`src/rtl/qam_mapper_stream.sv`:
```
// Square-QAM symbol mapper with valid/ready handshakes on both sides.
// Two-stage elastic pipeline: S1 holds the mapped levels, S2 is the output register.
// Each beat is mapped with the constellation order it arrived with.
module qam_mapper_stream #(
  parameter int unsigned M_MAX = 256,
  parameter int unsigned W     = 8,
  parameter int unsigned N     = 1,
  parameter bit          GRAY  = 1'b1
) (
  input  logic                         clk,
  input  logic                         rst,
  input  logic [$clog2(M_MAX)*N-1:0]   in_data,
  input  logic [1:0]                   in_order,
  input  logic                         in_valid,
  output logic                         in_ready,
  output logic [W*N-1:0]               re_out,
  output logic [W*N-1:0]               im_out,
  output logic                         out_valid,
  input  logic                         out_ready,
  output logic                         cfg_err,
  output logic [31:0]                  sym_count
);

  localparam int unsigned B = $clog2(M_MAX);  // bits per symbol at the largest order
  localparam int unsigned A = B / 2;          // bits per axis at the largest order

  logic             s1_valid_q, s1_valid_d;
  logic [W*N-1:0]   s1_re_q, s1_re_d;
  logic [W*N-1:0]   s1_im_q, s1_im_d;
  logic             s2_valid_q, s2_valid_d;
  logic [W*N-1:0]   s2_re_q, s2_re_d;
  logic [W*N-1:0]   s2_im_q, s2_im_d;
  logic             cfg_err_q, cfg_err_d;
  logic [31:0]      sym_count_q, sym_count_d;

  logic             out_fire;
  logic             s2_ready;
  logic             s1_advance;
  logic             accept;
  logic             order_bad;
  int unsigned      a_eff;
  logic [B-1:0]     lane;

  // Map the low a bits of src to one signed axis level, scaled so every order
  // reaches the same peak amplitude; neg flips the axis (used for Q).
  function automatic logic [W-1:0] map_axis(input logic [B-1:0] src,
                                            input int unsigned a,
                                            input logic neg);
    logic [A-1:0] g;
    logic [A-1:0] idx;
    int           v;
    g   = '0;
    idx = '0;
    for (int unsigned i = 0; i < A; i++) begin
      if (i < a) g[i] = src[i];
    end
    if (GRAY) begin
      // bits above a are zero, so a full-width Gray decode is exact
      for (int unsigned i = 0; i < A; i++) idx[i] = ^(g >> i);
    end else begin
      idx = g;
    end
    v = 2 * int'(idx) - (1 << a) + 1;
    v = v <<< (A - a);
    if (neg) v = -v;
    return v[W-1:0];
  endfunction

  // Handshake control, per-lane mapping into S1, S1->S2 transfer, status counters.
  always_comb begin
    out_fire    = s2_valid_q & out_ready;
    s2_ready    = ~s2_valid_q | out_ready;
    s1_advance  = s1_valid_q & s2_ready;
    in_ready    = ~s1_valid_q | s1_advance;
    accept      = in_valid & in_ready;

    a_eff       = 32'(in_order) + 32'd1;
    order_bad   = (a_eff > A);
    if (order_bad) a_eff = A;

    s1_valid_d  = s1_valid_q;
    s1_re_d     = s1_re_q;
    s1_im_d     = s1_im_q;
    s2_valid_d  = s2_valid_q;
    s2_re_d     = s2_re_q;
    s2_im_d     = s2_im_q;
    cfg_err_d   = cfg_err_q;
    sym_count_d = sym_count_q;
    lane        = '0;

    if (accept) begin
      s1_valid_d = 1'b1;
      for (int unsigned l = 0; l < N; l++) begin
        lane = in_data[B*l +: B];
        s1_re_d[W*l +: W] = map_axis(lane, a_eff, 1'b0);
        s1_im_d[W*l +: W] = map_axis(lane >> a_eff, a_eff, 1'b1);
      end
      if (order_bad) cfg_err_d = 1'b1;
    end else if (s1_advance) begin
      s1_valid_d = 1'b0;
    end

    if (s1_advance) begin
      s2_valid_d = 1'b1;
      s2_re_d    = s1_re_q;
      s2_im_d    = s1_im_q;
    end else if (out_fire) begin
      s2_valid_d = 1'b0;
    end

    if (out_fire) sym_count_d = sym_count_q + 32'd1;
  end

  // Pipeline and status registers with synchronous reset.
  always_ff @(posedge clk) begin
    if (rst) begin
      s1_valid_q  <= 1'b0;
      s1_re_q     <= '0;
      s1_im_q     <= '0;
      s2_valid_q  <= 1'b0;
      s2_re_q     <= '0;
      s2_im_q     <= '0;
      cfg_err_q   <= 1'b0;
      sym_count_q <= '0;
    end else begin
      s1_valid_q  <= s1_valid_d;
      s1_re_q     <= s1_re_d;
      s1_im_q     <= s1_im_d;
      s2_valid_q  <= s2_valid_d;
      s2_re_q     <= s2_re_d;
      s2_im_q     <= s2_im_d;
      cfg_err_q   <= cfg_err_d;
      sym_count_q <= sym_count_d;
    end
  end

  assign out_valid = s2_valid_q;
  assign re_out    = s2_re_q;
  assign im_out    = s2_im_q;
  assign cfg_err   = cfg_err_q;
  assign sym_count = sym_count_q;

endmodule

```
`config.mk`:
```
export PLATFORM = sky130hd
export DESIGN_NAME = qam_mapper_stream
export DESIGN_NICKNAME = d
export VERILOG_FILES = /design/src/rtl/qam_mapper_stream.sv
export SDC_FILE = /design/constraint.sdc
export NUM_CORES = 1
export LEC_CHECK = 0
export CORE_MARGIN = 3
export CORE_UTILIZATION = 54
export CTS_BUF_LIST = sky130_fd_sc_hd__clkbuf_16
export CTS_CLUSTER_DIAMETER = 200
export CTS_CLUSTER_SIZE = 10
export DETAILED_ROUTE_END_ITERATION = 7
export MAX_ROUTING_LAYER = met4
export PLACE_DENSITY = 0.91
export SLEW_MARGIN = 20
export SYNTH_ARGS = -nofsm -noshare
export SYNTH_HDL_FRONTEND = slang
export SYNTH_SLANG_ARGS = --single-unit
```
`constraint.sdc`:
```
create_clock -name clk -period 9.2 [get_ports clk]
set_clock_uncertainty 0.2 [all_clocks]
set_input_delay 2.76 -clock clk [delete_from_list [all_inputs] [get_ports clk]]
set_output_delay 2.76 -clock clk [all_outputs]
set_load 0.01 [all_outputs]
```
==> results of run 1 <==
Yosys cell counts (all sizes together) (4+ instances only):
cell type  instances  area, um2
nand2             66        248
dfxtp             65       1300
nor2              57        214
a21oi             40        200
ha                27        338
inv               27        101
xnor2             24        210
clkbuf            21       78.8
o21ai             20        100
nand3             18       90.1
nor3              16       80.1
or3               11       68.8
xor2              11       96.3
a211oi             8       60.1
o211ai             8       60.1
nand4              7       43.8
nor2b              7       43.8
a21o               5       37.5
buf                5       30.0
a31oi              4       25.0
and2               4       25.0
and4               4       35.0
mux2i              4       40.0
nand2b             4       25.0
o31ai              4       30.0
or2                4       25.0
kinds of logic after synthesis:
logic type / synth area share
buffers and inverters: 0.0514
xor gates and xnor gates: 0.0750
muxes: 0.0263
AOI/OAI and AO/OA: 0.195
adders and majority gates: 0.0925
and+or+nand+nor: 0.242
DFF: 0.318
critical path: stages:
cell	delay [ns]
clkdlybuf4s50_1	0.40
buf_4	0.19
ha_1	0.36
nor2_1	0.66
mux4_2	0.60
nand2_1	0.08
a21oi_1	0.08
xor2_1	0.27
xnor2_1	0.16
ha_1	0.16
inv_1	0.04
ha_1	0.21
fa_1	0.48
nor2b_1	0.15
mux4_2	0.54
a2111oi_4	0.42
o311ai_1	0.17
or4_1	0.50
nand3_1	0.09
sequential cells by signal, indices dropped and copies added (netlist names):
name        count
out_valid       1
s1_re_q         8
im_out          7
s1_valid_q      1
sym_count      32
s1_im_q         7
cfg_err         1
re_out          8
metal layers:
layer  part of all wire  GRT usage
met1               0.43      0.321
met2               0.50      0.451
met3              0.058     0.0523
met4              0.014     0.0525
met5                  0          -
worst paths after layout:
check,start,endpoint,slack [ns],depth (start not counted)
max,in_order[0],s1_im_q[6],0.93,19
min,s1_im_q[3],im_out[3],0.25,2
max reg2reg,sym_count[1],sym_count[28],6.56,7
min reg2reg,s1_im_q[3],im_out[3],0.25,2
cell type report:
type / count / area [um2]
multi-input combinational: 401 / 2580
sequential: 65 / 1300
inverter: 27 / 101
timing repair buffer: 68 / 668
clock inverter: 7 / 100
clock buffer: 9 / 225
tap: 99 / 124
fill: 563 / 2190
per-stage QoR:
step	util	instances
6_report	0.699	676
5_1_grt	0.699	676
4_1_cts	0.698	676
3_5_place_dp	0.654	660
3_3_place_gp	0.654	660
2_1_floorplan	-	519
power breakdown:
group	internal [mW]	leakage (nW)	total (mW)	switching, mW
sequential	0.293	0.527	0.299	0.00611
clock	0.240	0.161	0.372	0.132
combinational	0.104	1.17	0.239	0.135
total	0.637	1.85	0.910	0.274
==> results by group, run 1 <==
Clocking
  • Post_cts resized: 0
  • H-tree depth: 3
  • CTS tree: yes
  • Clk pin slew, worst setup/hold paths: 0.06 ns
  • Clock Path Buffers: 2
  • Post-CTS Setup Repair Bufs: 0
  • Clock sinks: 65
  • Clock root buffer: clkbuf_16
  • # hold bufs at CTS: 0
  • Clk_lat worst skew: 0.33 ns
  • Total clock buffers created by CTS: 9

Cells and area
  • Most frequent cells in the layout: nand2_1, dfxtp_1, clkdlybuf4s50_1, nor2_1, a21oi_1
  • Layout cells sized above 1: 0.0572
  • Fin area: 0.00510 mm2
  • Most common cell after layout, fill and taps aside: nand2_1
  • Final net count: 615
  • Antenna cells: 0
  • Area grow syn2layout: 24.7%

Worst setup path
  • CP endpoint kind: register
  • Class of the most critical setup path: in -> reg
  • CP Max Fanout: 17
  • Startpoint types: input port
  • CP required: 9.27 ns
  • Worst path arrival time: 8.34 ns

Yosys
  • Number of synthesized flops with an enable pin: 0
  • Sequential share of the synthesized area: 0.318
  • Synthesized area per cell: 7.87 um2
  • #FFs+latches synth: 65
  • Synth cell types: 57
  • Top FF cell, synth: dfxtp_1
  • Synth Net Count: 562
  • YS warnings: 0
  • Synth Cell Area: 0.00409 mm2
  • Async set or reset register ratio after synthesis: 0
  • Syn Inst Count: 519

Timing
  • Slew Limit Fails: 0
  • Final WS setup: 0.930 ns
  • Hold slack: 0.250 ns
  • Final period utilization: 0.899
  • Setup TNS: 0 ns
  • Relative slew slack: 0.418
  • # setup viols final: 0
  • Clock period minus worst slack: 8.27 ns
  • RSZ-0062 raised after global routing: no
  • Fmax: 121 MHz
  • Final hold violations: 0
  • Slew @ Worst Pin: 0.872 ns

Pwr
  • Peak VDD IR: 0.105 mV
  • Total power: 910 uW
  • LEAKAGE: 1.85 nW
  • Pwr Density: 179 mW/mm2

Drt
  • Vias per std cell: 5.85
  • Via count: 3,952
  • Drt total wl: 10.8 mm
  • Initial DRC Count: 259
  • Antenna-violating nets left: 0
  • DR pass1 iterations: 5
  • Drc violations: 0
  • Avg WL per Cell: 16.0 um

Place
  • Post-Place Cell Area: 0.00477 mm2
  • Place WS: 0.699 ns
  • DPL Wire Length: 7.85 mm
  • IO Port Bufs: 64
  • GP Congestion: 0.943

Global route
  • Total GRT Usage: 0.262
  • Antenna violations before repair: 0
  • First-pass GRT wire length: 17.9 mm
  • Largest net degree at the start of global routing: 68
  • Remaining global-route overflow: 0
  • Vias in the first global route: 3,751

Floorplan
  • # rows: 31
  • Die area: 0.00865 mm2
  • Initial core utilization: 0.560
  • Die X: 93.0 um
  • Die Ht: 93.0 um
  • Core Area: 0.00729 mm2
  • Top Ports: 65

Run status
  • Status: finished clean

Job
  • Max_cap viols: 0

Worst hold path
  • Worst min-delay path class: reg -> reg
No activity file was read; power rests on OpenSTA's default activity.
==> run 2, diff against run 1 <==
--- a/config.mk
+++ b/config.mk
@@ -5,6 +5,7 @@
 export SDC_FILE = /design/constraint.sdc
 export NUM_CORES = 1
 export LEC_CHECK = 0
+export CAP_MARGIN = 20
 export CORE_MARGIN = 3
 export CORE_UTILIZATION = 54
 export CTS_BUF_LIST = sky130_fd_sc_hd__clkbuf_16
@@ -13,7 +14,7 @@
 export DETAILED_ROUTE_END_ITERATION = 7
 export MAX_ROUTING_LAYER = met4
 export PLACE_DENSITY = 0.91
-export SLEW_MARGIN = 20
+export SLEW_MARGIN = 15
 export SYNTH_ARGS = -nofsm -noshare
 export SYNTH_HDL_FRONTEND = slang
 export SYNTH_SLANG_ARGS = --single-unit
==> run 2 against run 1 <==
  * Sequential power about the same
  * Clock-buffer cell count unchanged
  * First-iteration DRC count is 15% higher
  * Hold slack hardly changed
  * Design area increased by 0.44%
  * Combinational power barely moved
  * Clock power is essentially flat
  * Critical path type unchanged
  * Highest routed layer unchanged
==> results by group, run 2 (synthesis gave the netlist of run 1 again) <==
Drt
  • Via count: 3,931 (-0.53%)
  • DR pass1 iterations: 5 (unchanged)
  • Vias per std cell: 5.80 (-0.82%)
  • Drc violations: 0 (unchanged)
  • Antenna-violating nets left: 0 (unchanged)
  • Avg WL per Cell: 15.8 um (-0.83%)
  • Drt total wl: 10.7 mm (-0.54%)
  • Initial DRC Count: 299 (+15%)

Pwr
  • Pwr Density: 178 mW/mm2 (-0.47%)
  • Total power: 910 uW (about the same)
  • Peak VDD IR: 0.105 mV (about the same)
  • LEAKAGE: 1.87 nW (+0.71%)

Place
  • Post-Place Cell Area: 0.00477 mm2 (unchanged)
  • Place WS: 0.699 ns (unchanged)
  • DPL Wire Length: 7.85 mm (unchanged)
  • Placed cells: 660 (unchanged)
  • GP Congestion: 0.943 (unchanged)
  • IO Port Bufs: 64 (unchanged)

Timing
  • Final WS setup: 0.946 ns (+0.0164 ns)
  • Final period utilization: 0.897 (-0.00179)
  • # setup viols final: 0 (unchanged)
  • Clock period minus worst slack: 8.25 ns (-0.0164 ns)
  • Setup TNS: 0 ns (unchanged)
  • Final hold violations: 0 (unchanged)
  • Hold slack: 0.250 ns (-0.000442 ns)
  • Slew Limit Fails: 0 (unchanged)
  • RSZ-0062 raised after global routing: no
  • Relative slew slack: 0.399 (-0.0196)
  • Slew @ Worst Pin: 0.902 ns (+0.0294 ns)
  • Fmax: 121 MHz (+0.20%)

Cells and area
  • Final net count: 617 (+0.33%)
  • Max reg flops: 32 (unchanged)
  • Reg area: 0.00130 mm2 (unchanged)
  • Fillers: 560 (-0.53%)
  • Fin area: 0.00512 mm2 (+0.44%)
  • Most frequent cells in the layout: nand2_1, dfxtp_1, clkdlybuf4s50_1, nor2_1, a21oi_1
  • Area of the multi-input gates: 0.00257 mm2 (about the same)
  • Area grow syn2layout: 25.3%
  • Most common cell after layout, fill and taps aside: nand2_1
  • Layout cells sized above 1: 0.0587 (+0.00153)
  • Non-filler cells in the finished layout: 678 (+0.30%)
  • Antenna cells: 0 (unchanged)
  • Final Util: 0.702 (+0.00309)

Run status
  • Status: finished clean

Global route
  • Antenna violations before repair: 0 (unchanged)
  • First-pass GRT wire length: 17.9 mm (unchanged)
  • Largest net degree at the start of global routing: 68 (unchanged)
  • Remaining global-route overflow: 0 (unchanged)
  • Vias in the first global route: 3,751 (unchanged)
  • Total GRT Usage: 0.262 (unchanged)

Worst setup path
  • Crit path buf inv count: 3 (unchanged)
  • Top Family by Delay on Critical Path: simple AND/OR/NAND/NOR gates
  • Class of the most critical setup path: in -> reg
  • Most common cell on crit path: ha_1
  • Setup slack, reg-to-reg: 6.60 ns (+0.04 ns)
  • CP endpoint kind: register
  • Worst path cell trace: clkdlybuf4s50_1, buf_4, ha_1, nor2_1, mux4_2, nand2_1, a21oi_1, xor2_1, xnor2_1, ha_1, inv_1, ha_1, fa_1, nor2b_1, mux4_2, a2111oi_4, o311ai_1, or4_1, nand3_1
  • Crit path depth: 19 (unchanged)
  • CP required: 9.27 ns (about the same)
  • Slowest cell on crit path: nor2_1
  • Worst path arrival time: 8.32 ns (-0.02 ns)
  • Slowest Stage Delay on Critical Path: 0.64 ns (-0.02 ns)
  • Worst R2R Path Depth: 7 (unchanged)
  • Startpoint types: input port
  • CP Max Fanout: 17 (unchanged)

Job
  • Max_cap viols: 0 (unchanged)

Clocking
  • Post-CTS Setup Repair Bufs: 0 (unchanged)
  • Total clock buffers created by CTS: 9 (unchanged)
  • Clock root buffer: clkbuf_16
  • Clk_lat worst skew: 0.33 ns (about the same)
  • H-tree depth: 3 (unchanged)
  • Post_cts resized: 0 (unchanged)
  • Clock Path Buffers: 2 (unchanged)
  • CTS tree: yes
  • # hold bufs at CTS: 0 (unchanged)
  • Clock sinks: 65 (unchanged)
  • Clk pin slew, worst setup/hold paths: 0.06 ns (about the same)

Floorplan
  • # rows: 31 (unchanged)
  • Die Ht: 93.0 um (unchanged)
  • Die area: 0.00865 mm2 (unchanged)
  • Top Ports: 65 (unchanged)
  • Initial core utilization: 0.560 (unchanged)
  • Core Area: 0.00729 mm2 (unchanged)
  • Die X: 93.0 um (unchanged)

Worst hold path
  • Hold Crit Depth: 2 (unchanged)
  • Worst min-delay path class: reg -> reg
## run 2: changes by cell type in the layout (fill, tap and decap cells not counted), sizes merged
cell and change:
buf +2
## run 2: worst paths after layout
check                from            end
max reg2reg  sym_count[1]  sym_count[28]
min            s1_im_q[3]      im_out[3]
max           in_order[0]     s1_im_q[6]
min reg2reg    s1_im_q[3]      im_out[3]
## run 2: final cells by class
cell class	count	share of cell area
Sequential cell	65	0.254
Inverter	27	0.0198
Timing Repair Buffer	70	0.135
Tap cell	99	0.0242
Clock buffer	9	0.0440
Clock inverter	7	0.0196
Multi-Input combinational cell	401	0.503
## run 2: where the power goes
part | total [mW] | switching, mW | internal, mW
logic | 0.240 | 0.135 | 0.105
registers | 0.299 | 0.00602 | 0.293
clock network | 0.371 | 0.131 | 0.240
## run 2: metal layers
metal	vias up	routed length [um]	track usage
met5	-	0	-
met3	18	729	0.0523
li1	1957	-	-
met4	0	138	0.0525
met1	1816	4520	0.321
met2	140	5350	0.451
## run 2: worst min-delay path: cells and delay by family (launching register included)
| kind | cells | cell delay (ns) |
|---|---|---|
| flops | 1 | 0.31 |
| simple gates | 1 | 0.05 |
| compound gates | 1 | 0.05 |
